[src/rtl/shift_arbiter.sv]
// Round-robin arbiter sharing one external barrel shifter between two requesters,
// with a single-entry registered response buffer and valid/ready on both sides.
module shift_arbiter #(
    parameter int WIDTH = 32,
    parameter int SHW   = 5,
    parameter int TAGW  = 4
) (
    input  logic             clk,
    input  logic             rst,

    input  logic             req0_valid,
    output logic             req0_ready,
    input  logic [WIDTH-1:0] req0_a,
    input  logic [SHW-1:0]   req0_shamt,
    input  logic [1:0]       req0_type,
    input  logic [TAGW-1:0]  req0_tag,

    input  logic             req1_valid,
    output logic             req1_ready,
    input  logic [WIDTH-1:0] req1_a,
    input  logic [SHW-1:0]   req1_shamt,
    input  logic [1:0]       req1_type,
    input  logic [TAGW-1:0]  req1_tag,

    output logic [WIDTH-1:0] shf_a,
    output logic [SHW-1:0]   shf_shamt,
    output logic [1:0]       shf_type,
    input  logic [WIDTH-1:0] shf_r,

    output logic             rsp_valid,
    input  logic             rsp_ready,
    output logic [WIDTH-1:0] rsp_r,
    output logic             rsp_id,
    output logic [TAGW-1:0]  rsp_tag
);

    logic prio;
    logic can_accept;
    logic grant0;
    logic grant1;
    logic acc0;
    logic acc1;

    // Buffer can be refilled in the same cycle it drains: full throughput.
    assign can_accept = !rsp_valid || rsp_ready;

    assign grant0 = req0_valid && (!req1_valid || !prio);
    assign grant1 = req1_valid && (!req0_valid ||  prio);

    assign req0_ready = can_accept && grant0;
    assign req1_ready = can_accept && grant1;

    assign acc0 = req0_valid && req0_ready;
    assign acc1 = req1_valid && req1_ready;

    always_comb begin
        shf_a     = '0;
        shf_shamt = '0;
        shf_type  = 2'b00;
        if (grant0) begin
            shf_a     = req0_a;
            shf_shamt = req0_shamt;
            shf_type  = req0_type;
        end else if (grant1) begin
            shf_a     = req1_a;
            shf_shamt = req1_shamt;
            shf_type  = req1_type;
        end
    end

    always_ff @(posedge clk or posedge rst) begin
        if (rst) begin
            rsp_valid <= 1'b0;
            rsp_r     <= '0;
            rsp_id    <= 1'b0;
            rsp_tag   <= '0;
            prio      <= 1'b0;
        end else if (can_accept) begin
            if (acc0) begin
                rsp_valid <= 1'b1;
                rsp_r     <= shf_r;
                rsp_id    <= 1'b0;
                rsp_tag   <= req0_tag;
                prio      <= 1'b1;
            end else if (acc1) begin
                rsp_valid <= 1'b1;
                rsp_r     <= shf_r;
                rsp_id    <= 1'b1;
                rsp_tag   <= req1_tag;
                prio      <= 1'b0;
            end else begin
                // Drain only; payload fields keep their last values.
                rsp_valid <= 1'b0;
            end
        end
    end

endmodule

[config.mk]
export PLATFORM = sky130hd
export DESIGN_NAME = shift_arbiter
export DESIGN_NICKNAME = d
export VERILOG_FILES = /design/src/rtl/shift_arbiter.sv
export SDC_FILE = /design/constraint.sdc
export NUM_CORES = 1
export LEC_CHECK = 0
export ABC_AREA = 1
export BUFFER_PORTS_ARGS = -buffer_cell sky130_fd_sc_hd__clkbuf_2
export CORE_AREA = 2 2 79 81
export DETAILED_ROUTE_END_ITERATION = 6
export DIE_AREA = 0 0 81 83
export GPL_TIMING_DRIVEN = 0
export HOLD_SLACK_MARGIN = 0.02
export PLACE_DENSITY_LB_ADDON = 0.3
export RECOVER_POWER = 50
export SLEW_MARGIN = 25
export SYNTH_ARGS = -nofsm -noshare
export SYNTH_HDL_FRONTEND = slang
export SYNTH_SLANG_ARGS = --single-unit
export TNS_END_PERCENT = 20
[constraint.sdc]
create_clock -name clk -period 3.2 [get_ports clk]
set_input_delay 0.16 -clock clk [delete_from_list [all_inputs] [get_ports clk]]
set_output_delay 0.16 -clock clk [all_outputs]
set_load 0.01 [all_outputs]
After elaboration in Yosys (flattened, before gate mapping)
Index checks and enable logic that the tools add are counted.
{ "totals": {"regBits": 39, "elab_cells": 36, "output_inout_bits": 79, "in_bits": 123} }
{ "op_classes": {"reduce_logical": 15, "n_mux": 16} }
{ "op_table": {"columns": ["op", "count"], "rows": [
  ["32-bit two-way mux", 4],
  ["5-bit two-way mux", 2],
  ["4-bit two-way mux", 2],
  ["1-bit logical AND", 6],
  ["1-bit two-way mux", 6],
  ["1-bit logical NOT", 4],
  ["2-bit two-way mux", 2],
  ["1-bit logical OR", 3],
  ["2-bit AND reduction", 1],
  ["2-bit nonzero test", 1]
]} }

Depth between registers and ports, before layout
Gate-level depths: netlist of the first run.
{ "logic_depth": {"word_depth": 7, "ltp_mapped": 7, "mapped_depth_nobuf": 6} }

Least setup slack after synthesis of the first run
OpenSTA, ideal clock, no wires.
{ "synth_path": {"kind": "reg2out", "start": "register prio", "end": "output shf_a[25]", "required_ps": 3040, "slack_ps": 2016, "path_buffers": 2, "stages_incl_launch_ff": 8, "arrival_time_ps": 1024, "path_cell_list": "dfrtp_1 nand2_1 nand2_1 inv_2 buf_2 buf_4 nand2_1 nand2_1"} }
{ "synth_via": {"elab_chain_len": 4, "elab_cells_between_ends": 7, "cone_classes": "mux: 2; reduce/logical: 5"} }
{ "synth_lines": {"columns": ["item", "line_no", "rtl"], "rows": [
  ["from (decl)", "37", "logic prio;"],
  ["from (signal assigned)", "77", "prio <= 1'b0;"],
  ["from (signal assigned)", "84", "prio <= 1'b1;"],
  ["from (signal assigned)", "90", "prio <= 1'b0;"],
  ["1-bit logical OR or 1-bit logical NOT (tied branches)", "48, 47", null],
  ["1-bit logical AND or 1-bit logical OR (tied branches)", "48, 47", null],
  ["32-bit two-way mux or 1-bit logical AND (tied branches)", "64, 47", null],
  ["32-bit two-way mux (*)", "60", "if (grant0) begin"],
  ["to (decl)", "25", "output logic [WIDTH-1:0] shf_a,"]
]} }
Mark *: on every way between the ends. The rest lies on a longest branch, timed or not.

==> results of run 1 <==
## layout make-up
class / instances / area share
buffer: 19 / 0.0343
clock buffer: 6 / 0.0255
clock inverter: 1 / 0.00154
inverter: 7 / 0.00810
multi-input combinational: 240 / 0.301
sequential: 39 / 0.301
tap: 75 / 0.0289
timing repair buffer: 203 / 0.300
## state kept, by name (all words and copies together) (netlist names)
name,flops
rsp_r,32
rsp_tag,4
prio,1
rsp_id,1
rsp_valid,1
## layer usage
layer	wire (µm)	vias up	part of all wire	GRT usage
met4	146	0	0.020	0.0647
met2	3790	110	0.51	0.388
met5	0	-	0	0
met1	2890	1154	0.39	0.257
met3	553	13	0.075	0.0478
li1	-	1364	-	-
## cells in the final DEF (no fill, tap or decap)
master and count:
sky130_fd_sc_hd__a21boi_2 1, sky130_fd_sc_hd__a21oi_1 1, sky130_fd_sc_hd__buf_4 4, sky130_fd_sc_hd__clkbuf_8 6, sky130_fd_sc_hd__dlygate4sd3_1 1, sky130_fd_sc_hd__inv_2 2, sky130_fd_sc_hd__nand3_2 1, sky130_fd_sc_hd__clkinv_2 1
sky130_fd_sc_hd__inv_1 5, sky130_fd_sc_hd__clkbuf_1 44, sky130_fd_sc_hd__nand2_1 189, sky130_fd_sc_hd__buf_6 2, sky130_fd_sc_hd__o21ai_1 1, sky130_fd_sc_hd__dfrtp_1 39, sky130_fd_sc_hd__nand2_2 1, sky130_fd_sc_hd__nand3_1 46
sky130_fd_sc_hd__clkbuf_2 163, sky130_fd_sc_hd__buf_2 8
## final timing paths
check / to / startpoint / cells after the start / slack (ns)
hold / removal: rsp_r[16] / shf_r[16] / 3 / 0.07
setup reg to reg: rsp_r[29] / prio / 6 / 1.84
hold reg to reg: rsp_r[10] / rsp_r[10] / 2 / 0.51
setup / recovery: rsp_r[27] / rst / 4 / 1.24
min in group asynchronous: rsp_r[10] / rst / 3 / 0.52
max in group clk: shf_a[25] / prio / 8 / 1.44
## worst min-delay path, cell delays in order
cell and delay (ns):
sky130_fd_sc_hd__clkbuf_2 0.07, sky130_fd_sc_hd__nand2_1 0.04, sky130_fd_sc_hd__nand2_1 0.04
## power by group through the flow
| stage | clock, mW | sequential [mW] | combinational (mW) |
|---|---|---|---|
| 5_1_grt | 0.367 | 0.704 | 0.782 |
| 3_3_place_gp | 0 | 0.693 | 0.723 |
| 2_1_floorplan | 0 | 0.754 | 0.329 |
| 6_report | 0.330 | 0.689 | 0.696 |
| 4_1_cts | 0.340 | 0.689 | 0.744 |
| 3_5_place_dp | 0 | 0.696 | 0.742 |
## through the flow
stage               hold slack, ns  instances  cell area, µm²
floorplan                    0.270        305            2090
global placement             0.355        581            3190
detailed placement           0.176        582            3220
CTS                         0.0593        590            3320
global route                0.0581        590            3240
finish                      0.0678        590            3240
## logic make-up after synthesis
logic type,after synthesis,synth area share
DFF,39,0.467
and+or+nand+nor,237,0.457
buffers and inverters,26,0.0664
AOI/OAI and AO/OA,3,0.0102
==> impl_metrics.yaml, run 1 <==
synthesis:
  synth_seq_area_share: 0.467
  number_of_instances_in_the_synthesized_netlist: 305
  synth_fp_nets: 428
  synth-seq-cells: 39
  number_of_synthesized_flops_with_an_enable_pin: 0
  post-synth-top-count-cell: "sky130_fd_sc_hd__nand2_1"
  synth_top_flop_cell: "sky130_fd_sc_hd__dfrtp_1"
  netlist_area_um2: 2090
  netlist.top_cell.by_area: "sky130_fd_sc_hd__dfrtp_1"
  synth_async_sr_flop_share: 1.00
  yosys_warnings: 0
  synth_largest_type_area_fraction: 0.467
  synthTopCellsByCount: "189 x sky130_fd_sc_hd__nand2_1, 46 x sky130_fd_sc_hd__nand3_1, 39 x sky130_fd_sc_hd__dfrtp_1, 9 x sky130_fd_sc_hd__buf_2, 5 x sky130_fd_sc_hd__inv_1"
  synth_cell_type_count: 14
  syn_avg_cell_area_um2: 6.86
  post_synth_main_area_contributors: "sky130_fd_sc_hd__dfrtp_1 47%, sky130_fd_sc_hd__nand2_1 34%, sky130_fd_sc_hd__nand3_1 11%, sky130_fd_sc_hd__buf_2 2.2%, sky130_fd_sc_hd__buf_4 1.4%"
clock_tree:
  clk_pin_slew_ns: 0.07
  clock_tree.root_cell: "sky130_fd_sc_hd__clkbuf_8"
  cts_hold_repair.buffers: 1
  cts_buffer_depth: 2
  cts_tree: "yes"
  worst_skew_pair.late_latency_ns: 0.28
  cts_setup_buffers: 0
  cts_num_sinks: 39
  cts_buffers: 5
  ctsResizeCount: 0
  htree_num_levels: 2
final_layout:
  areaGrowthSynthToFinish_pct: 55.1
  multi_input_area_um2: 977
  nFillCells: 615
  finalNetCount: 638
  seqCellArea_um2: 976
  final_core_util: 0.558
  drive_above_1_share: 0.367
  num_antenna_cells: 0
floorplanning:
  boundaryPins: 202
  core_region_um2: 5820
  effective_utilization_at_floorplan: 0.360
  dieWidth_um: 81
  rows: 28
  die_height_um: 83
  fp.dieArea_um2: 6720
placement:
  detailedPlace.worstSlack_ns: 1.74
  place_hpwl_mm: 6.06
  gp_routability_congestion: 0.821
  io_buffer_count: 201
job:
  drv.max_cap_violation_count: 0
power_and_ir_drop:
  fin_total_pwr_mw: 1.71
  power.clock.fraction: 0.192
  vdd.ir_drop.worst_uv: 346
  pwr_density_cell_nw_per_um2: 529
  seq_power_share: 0.402
  static-leakage-power_nw: 2.04
  internal-power_mw: 1.06
  combinationalPowerShare: 0.406
  switching_share: 0.380
  p_switching_mw: 0.652
sta:
  timing.final.crit_share: 0.613
  timing.final.max_slew_violations: 0
  hold_violations_final: 0
  rsz_0062_raised_after_global_routing: "no"
  tns_ns: 0
  fin_skew_ns: 0.00640
  max_clock_freq_mhz: 510
  finalWorstSetupSlack_ns: 1.24
  setup_viol: 0
  max_slew_margin: 0.263
  period_minus_slack_ns: 1.96
  worst_tran_pin_value_ns: 1.10
critical_path:
  setup_crit_end_kind: "async pin"
  critical_path.max_stage_delay_ns: 0.89
  critPathKind: "input port to async pin"
  critical_path_peak_fanout: 21
  startpoint_class_of_the_critical_path: "input port"
  timing.critical_path.required_ns: 3.44
  crit_arrival_ns: 2.20
  cpLargestDelayFamily: "buffers and inverters"
  crit_buf_inv: 4
  critical_path.cell_chain: "dlygate4sd3_1 -> clkbuf_2 -> inv_1 -> clkbuf_1"
  cp_slowest_cell: "sky130_fd_sc_hd__clkbuf_1"
route:
  drtPass1Iterations: 4
  route.vias.total: 2641
  wl_per_cell_um: 12.5
  drc: 0
  wl_mm: 7.37
  ant_nets: 0
  drt_iter0_markers: 90
  viasPerCell: 4.48
hold_path:
  min-delay-path-class: "input port to register"
global_route:
  grt.total_usage: 0.218
  grt.overflow.total: 0
  via_count_of_the_first_global_routing_pass: 2461
  grt_start_max_net_pins: 22
  grt_first_pass_wirelength_mm: 11.6
  antenna_found_initial: 0
status:
  status: "finished clean"
(Power assumes the default switching activity.)
==> inputs of run 2 (changes only) <==
--- a/config.mk
+++ b/config.mk
@@ -7,9 +7,8 @@
 export LEC_CHECK = 0
 export ABC_AREA = 1
 export BUFFER_PORTS_ARGS = -buffer_cell sky130_fd_sc_hd__clkbuf_2
-export CORE_AREA = 2 2 79 81
+export CORE_UTILIZATION = 33
 export DETAILED_ROUTE_END_ITERATION = 6
-export DIE_AREA = 0 0 81 83
 export GPL_TIMING_DRIVEN = 0
 export HOLD_SLACK_MARGIN = 0.02
 export PLACE_DENSITY_LB_ADDON = 0.3
==> constraint.sdc (replaced) <==
create_clock -name clk -period 1.6 [get_ports clk]
set_input_delay 0.08 -clock clk [delete_from_list [all_inputs] [get_ports clk]]
set_output_delay 0.08 -clock clk [all_outputs]
set_load 0.01 [all_outputs]
==> run 2 against run 1 <==
Combinational power increased by 120%. Design area rose by 17%. Highest routed layer unchanged. Total power is 130% higher. Routed wire length is 5.5% higher. Count of clock-buffer cells in the layout fell by 1. Setup slack worse by 1.1 ns. Hold slack got worse by 0.036 ns. Critical path type is now register to output port. Via count increased by 6.7%. Die area decreased by 0.91%. Register-to-register slack got worse by 1.6 ns.
==> impl_metrics.yaml, run 2 (synthesized netlist as in run 1, its figures left out) <==
global_route:
  antenna_found_initial: 0
  grt.overflow.total: 0
  grt_start_max_net_pins: 29
  grt_first_pass_wirelength_mm: 11.2
  via_count_of_the_first_global_routing_pass: 2485
  grt.total_usage: 0.217
critical_path:
  timing.critical_path.required_ns: 1.52
  startpoint_class_of_the_critical_path: "register"
  setup_crit_end_kind: "output port"
  critical_path_peak_fanout: 5
  critPathKind: "register to output port"
  reg2reg_slack_ns: 0.28
  crit_arrival_ns: 1.43
route:
  drc: 0
  top_layer_used: "met4"
  wl_met2_mm: 3.92
  ant_nets: 0
  viasPerCell: 4.44
  wl_mm: 7.78
  detailed_routed_wire_length_on_met3_um: 463
  drtPass1Iterations: 4
  wl_per_cell_um: 12.3
  route.vias.total: 2818
  drt_iter0_markers: 101
  met1Wirelength_mm: 3.34
placement:
  place_hpwl_mm: 5.74
  detailedPlace.worstSlack_ns: 0.246
  gp_routability_congestion: 0.748
  io_buffer_count: 201
  placement.cell_area_um2: 3210
clock_tree:
  cts_num_sinks: 39
  worst_skew_pair.late_latency_ns: 0.28
  clock_tree.root_cell: "sky130_fd_sc_hd__clkbuf_8"
  htree_num_levels: 2
  cts_buffers: 5
  cts_tree: "yes"
  cts_buffer_depth: 2
  clk_pin_slew_ns: 0.08
floorplanning:
  boundaryPins: 202
  rows: 28
  die_height_um: 81.6
  fp.dieArea_um2: 6660
  core_region_um2: 6030
  effective_utilization_at_floorplan: 0.347
  dieWidth_um: 81.6
hold_path:
  min-delay-path-class: "input port to register"
final_layout:
  num_antenna_cells: 0
  mostFrequentLayoutCell: "sky130_fd_sc_hd__nand2_1"
  drive_above_1_share: 0.373
  finalNetCount: 682
  mostFrequentLayoutCells: "187 x sky130_fd_sc_hd__nand2_1, 164 x sky130_fd_sc_hd__clkbuf_2, 45 x sky130_fd_sc_hd__nand3_1, 39 x sky130_fd_sc_hd__clkbuf_1, 39 x sky130_fd_sc_hd__dfrtp_1"
  largest_register_ffs: 32
  registers.top_by_ff_count: "rsp_r"
  post-route-cell-area_um2: 3780
  areaGrowthSynthToFinish_pct: 80.7
  reg.largest.list: "rsp_r (32), rsp_tag (4)"
  nFillCells: 569
power_and_ir_drop:
  pwr_density_cell_nw_per_um2: 1040
  vdd.ir_drop.worst_uv: 726
  static-leakage-power_nw: 2.28
  fin_total_pwr_mw: 3.92
sta:
  max_slew_margin: 0.548
  timing.final.crit_share: 0.944
  max_clock_freq_mhz: 662
  setup_viol: 0
  final.hold.worst_slack_ns: 0.0317
  hold_violations_final: 0
  period_minus_slack_ns: 1.51
  finalWorstSetupSlack_ns: 0.0902
  worst_tran_pin_value_ns: 0.677
  timing.final.max_slew_violations: 0
  fin_skew_ns: 0.00670
status:
  status: "finished clean"
job:
  drv.max_cap_violation_count: 0
[run 2: cell count changes in the layout (fill, tap and decap cells not counted), moves of 2 or more]
| cell | before | now |
|---|---|---|
| sky130_fd_sc_hd__buf_6 | 2 | 8 |
| sky130_fd_sc_hd__dlygate4sd3_1 | 1 | 35 |
| sky130_fd_sc_hd__buf_4 | 4 | 11 |
| sky130_fd_sc_hd__bufinv_16 | 0 | 2 |
| sky130_fd_sc_hd__clkbuf_1 | 44 | 39 |
| sky130_fd_sc_hd__nand2_1 | 189 | 187 |
[run 2: cell type report]
class / count / area, µm² / share of cell area
Clock inverter: 3 / 67.6 / 0.0179
Clock buffer: 5 / 68.8 / 0.0182
Tap cell: 75 / 93.8 / 0.0248
Buffer: 19 / 156 / 0.0414
Inverter: 7 / 26.3 / 0.00695
Timing Repair Buffer: 247 / 1390 / 0.368
Multi-Input combinational cell: 240 / 1000 / 0.264
Sequential cell: 39 / 976 / 0.258
[run 2: worst max-delay path: stages (launching register included)]
cell and delay [ns]:
sky130_fd_sc_hd__dfrtp_1 0.38, sky130_fd_sc_hd__inv_2 0.07, sky130_fd_sc_hd__a21boi_4 0.16, sky130_fd_sc_hd__buf_4 0.16, sky130_fd_sc_hd__buf_6 0.12, sky130_fd_sc_hd__nand2_1 0.07, sky130_fd_sc_hd__nand2_1 0.06, sky130_fd_sc_hd__clkbuf_2 0.12
[run 2: metrics by stage]
step,instances,utilization,setup TNS [ns]
after detailed placement,582,0.533,0
after global placement,581,0.530,0
after floorplan,305,-,0
after CTS,625,0.616,0
final,635,0.627,0
after global routing,635,0.627,-0.00713
[run 2: path summary, 6_finish.rpt]
kind | startpoint | endpoint | cells after the start
setup / recovery | prio | shf_a[7] | 7
hold / removal | req0_tag[3] | rsp_tag[3] | 3
setup reg to reg | prio | rsp_r[11] | 6
hold reg to reg | rsp_r[31] | rsp_r[31] | 2
max in group asynchronous | rst | rsp_tag[2] | 4
min in group asynchronous | rst | rsp_r[16] | 3
[run 2: power breakdown]
group          switching (mW)  internal (mW)  leakage [nW]
logic                   0.880          0.673          1.74
registers               0.155           1.24         0.473
clock network           0.347          0.622        0.0644
[run 2: timing repair]
| action | CTS | global route |
|---|---|---|
| hold buffers | 35 | 0 |
| endpoints found under the setup margin | 39 | 40 |
| resized for setup | 5 | 28 |
| pin swaps | 0 | 1 |
| hold endpoints to repair | 73 | 0 |
| setup buffers | 0 | 6 |
| cloned | 0 | 4 |
[run 2: layer usage]
metal	vias to the layer above	GRT usage
met5	-	0
met4	0	0.0491
met3	4	0.0467
met2	99	0.368
met1	1260	0.282
li1	1455	-
==> inputs of run 3 (changes only) <==
--- a/config.mk
+++ b/config.mk
@@ -7,7 +7,8 @@
 export LEC_CHECK = 0
 export ABC_AREA = 1
 export BUFFER_PORTS_ARGS = -buffer_cell sky130_fd_sc_hd__clkbuf_2
-export CORE_UTILIZATION = 33
+export CAP_MARGIN = 10
+export CORE_UTILIZATION = 36
 export DETAILED_ROUTE_END_ITERATION = 6
 export GPL_TIMING_DRIVEN = 0
 export HOLD_SLACK_MARGIN = 0.02
==> constraint.sdc (replaced) <==
create_clock -name clk -period 1.46 [get_ports clk]
set_input_delay 0.073 -clock clk [delete_from_list [all_inputs] [get_ports clk]]
set_output_delay 0.073 -clock clk [all_outputs]
set_load 0.01 [all_outputs]
==> run 3 against run 2 <==
The flow now finishes with violations (negative setup slack). Design area up 6.3%. Routed wire length up 13%. Register-to-register slack worse by 0.22 ns. Sequential power up 10%. Non-clock buffer count up 5. Critical path type unchanged. Critical endpoint is now shf_a[30]. Largest power group unchanged.
==> impl_metrics.yaml, run 3 (synthesized netlist as in run 1, its figures left out) <==
floorplanning:
  boundaryPins: 202
  die_height_um: 78.2
  core_region_um2: 5540
  rows: 27
  effective_utilization_at_floorplan: 0.378
  dieWidth_um: 78.2
  fp.dieArea_um2: 6120
clock_tree:
  clk_pin_slew_ns: 0.07
  cts_buffers: 5
  cts_num_sinks: 39
  cts_buffer_depth: 2
  cts_tree: "yes"
  worst_skew_pair.late_latency_ns: 0.29
  htree_num_levels: 2
  clock_tree.root_cell: "sky130_fd_sc_hd__clkbuf_8"
sta:
  rsz_0062_raised_after_global_routing: "yes"
  setup_viol: 25
  max_clock_freq_mhz: 648
  max_slew_margin: 0.560
  timing.final.max_slew_violations: 0
  worst_tran_pin_value_ns: 0.659
  fin_skew_ns: 0.00641
  hold_violations_final: 0
  finalWorstSetupSlack_ns: -0.0825
  timing.final.crit_share: 1.06
  period_minus_slack_ns: 1.54
hold_path:
  min-delay-path-class: "input port to register"
route:
  ant_nets: 0
  drt_iter0_markers: 179
  wl_per_cell_um: 13.7
  route.vias.total: 3027
  wl_mm: 8.77
  drtPass1Iterations: 4
  viasPerCell: 4.74
  drc: 0
critical_path:
  timing.critical_path.required_ns: 1.39
  crit_arrival_ns: 1.47
  critical_path_peak_fanout: 7
  critPathKind: "register to output port"
  cp_slowest_cell: "sky130_fd_sc_hd__dfrtp_1"
  critical_path.max_stage_delay_ns: 0.39
  setup_crit_end_kind: "output port"
  cpLargestDelayFamily: "buffers and inverters"
  critical_path.cell_chain: "inv_2 -> a21boi_4 -> buf_12 -> buf_8 -> nand2_1 -> nand2_1 -> buf_2"
  startpoint_class_of_the_critical_path: "register"
  path_common_cell: "sky130_fd_sc_hd__nand2_1"
  crit_buf_inv: 4
final_layout:
  finalNetCount: 687
  instances_no_fill: 638
  mostFrequentLayoutCell: "sky130_fd_sc_hd__clkbuf_2"
  registers.top_by_ff_count: "rsp_r"
  drive_above_1_share: 0.473
  mostFrequentLayoutCells: "166 x sky130_fd_sc_hd__clkbuf_2, 161 x sky130_fd_sc_hd__nand2_1, 45 x sky130_fd_sc_hd__nand3_1, 39 x sky130_fd_sc_hd__dfrtp_1, 37 x sky130_fd_sc_hd__dlygate4sd3_1"
  nFillCells: 432
  areaGrowthSynthToFinish_pct: 92.0
  reg.largest.list: "rsp_r (32), rsp_tag (4)"
  largest_register_ffs: 32
placement:
  gp_routability_congestion: 0.771
  place_hpwl_mm: 5.69
  io_buffer_count: 201
  numPlacedInstances: 579
job:
  drv.max_cap_violation_count: 0
global_route:
  grt.total_usage: 0.266
  grt_first_pass_wirelength_mm: 12.7
  grt_start_max_net_pins: 23
  via_count_of_the_first_global_routing_pass: 2827
  grt.overflow.total: 0
  antenna_found_initial: 0
status:
  violations: "negative setup slack"
  status: "complete, but fails checks"
power_and_ir_drop:
  pwr_density_cell_nw_per_um2: 1070
  fin_total_pwr_mw: 4.28
  static-leakage-power_nw: 2.43
  vdd.ir_drop.worst_uv: 859
==> run 3: final cells by class <==
type,instances,area [µm²],share of cell area
antenna,1,2.50,0.000623
buffer,18,171,0.0427
clock buffer,8,100,0.0249
inverter,7,28.8,0.00716
multi-input combinational,240,1070,0.266
sequential,39,976,0.243
tap,72,90.1,0.0224
timing repair buffer,253,1580,0.393
==> run 3: worst paths after layout <==
kind / slack (ns) / cells after the start / from / endpoint
setup reg to reg: 0.06 / 8 / prio / rsp_r[8]
min in group asynchronous: 0.39 / 3 / rst / rsp_r[11]
max in group asynchronous: 0.25 / 4 / rst / prio
hold / removal: 0.04 / 3 / req1_tag[0] / rsp_tag[0]
setup / recovery: -0.08 / 7 / prio / shf_a[30]
hold reg to reg: 0.52 / 2 / rsp_r[4] / rsp_r[4]
==> run 3: worst min-delay path, cell delays in order <==
cell and delay, ns:
sky130_fd_sc_hd__clkbuf_2 0.08, sky130_fd_sc_hd__nand3_1 0.06, sky130_fd_sc_hd__nand3_1 0.08
==> run 3: timing repair <==
item | in CTS | in global routing
hold endpoints to repair | 53 | 0
cloned | 4 | 0
pin swaps | 6 | 13
buffers inserted | 6 | 4
gates resized for setup | 33 | 78
hold buffers | 37 | 0
setup endpoints to repair | 40 | 48
==> run 3: metal layers <==
metal	wire, µm	up-vias	track usage
li1	-	1465	-
met1	3280	1362	0.293
met2	4490	161	0.478
met3	605	39	0.0535
met4	398	0	0.146
met5	0	-	0
==> run 3: where the power goes <==
| part | internal (mW) | total, mW | switching [mW] |
|---|---|---|---|
| Combinational | 0.907 | 1.96 | 1.05 |
| Clock | 0.431 | 0.802 | 0.371 |
| Sequential | 1.36 | 1.53 | 0.167 |
==> run 3: per-stage QoR <==
step | instance area, µm² | hold slack (ns) | TNS, ns | setup WS, ns | utilization
3_5_place_dp | 3220 | 0.0800 | 0 | 0.0798 | 0.580
5_1_grt | 4020 | 0.0479 | -3.25 | -0.155 | 0.725
4_1_cts | 3860 | 0.0317 | -0.590 | -0.0298 | 0.696
2_1_floorplan | 2090 | 0.183 | 0 | 0.277 | -
3_3_place_gp | 3190 | 0.267 | -0.445 | -0.0125 | 0.575
6_report | 4020 | 0.0400 | -0.622 | -0.0825 | 0.725
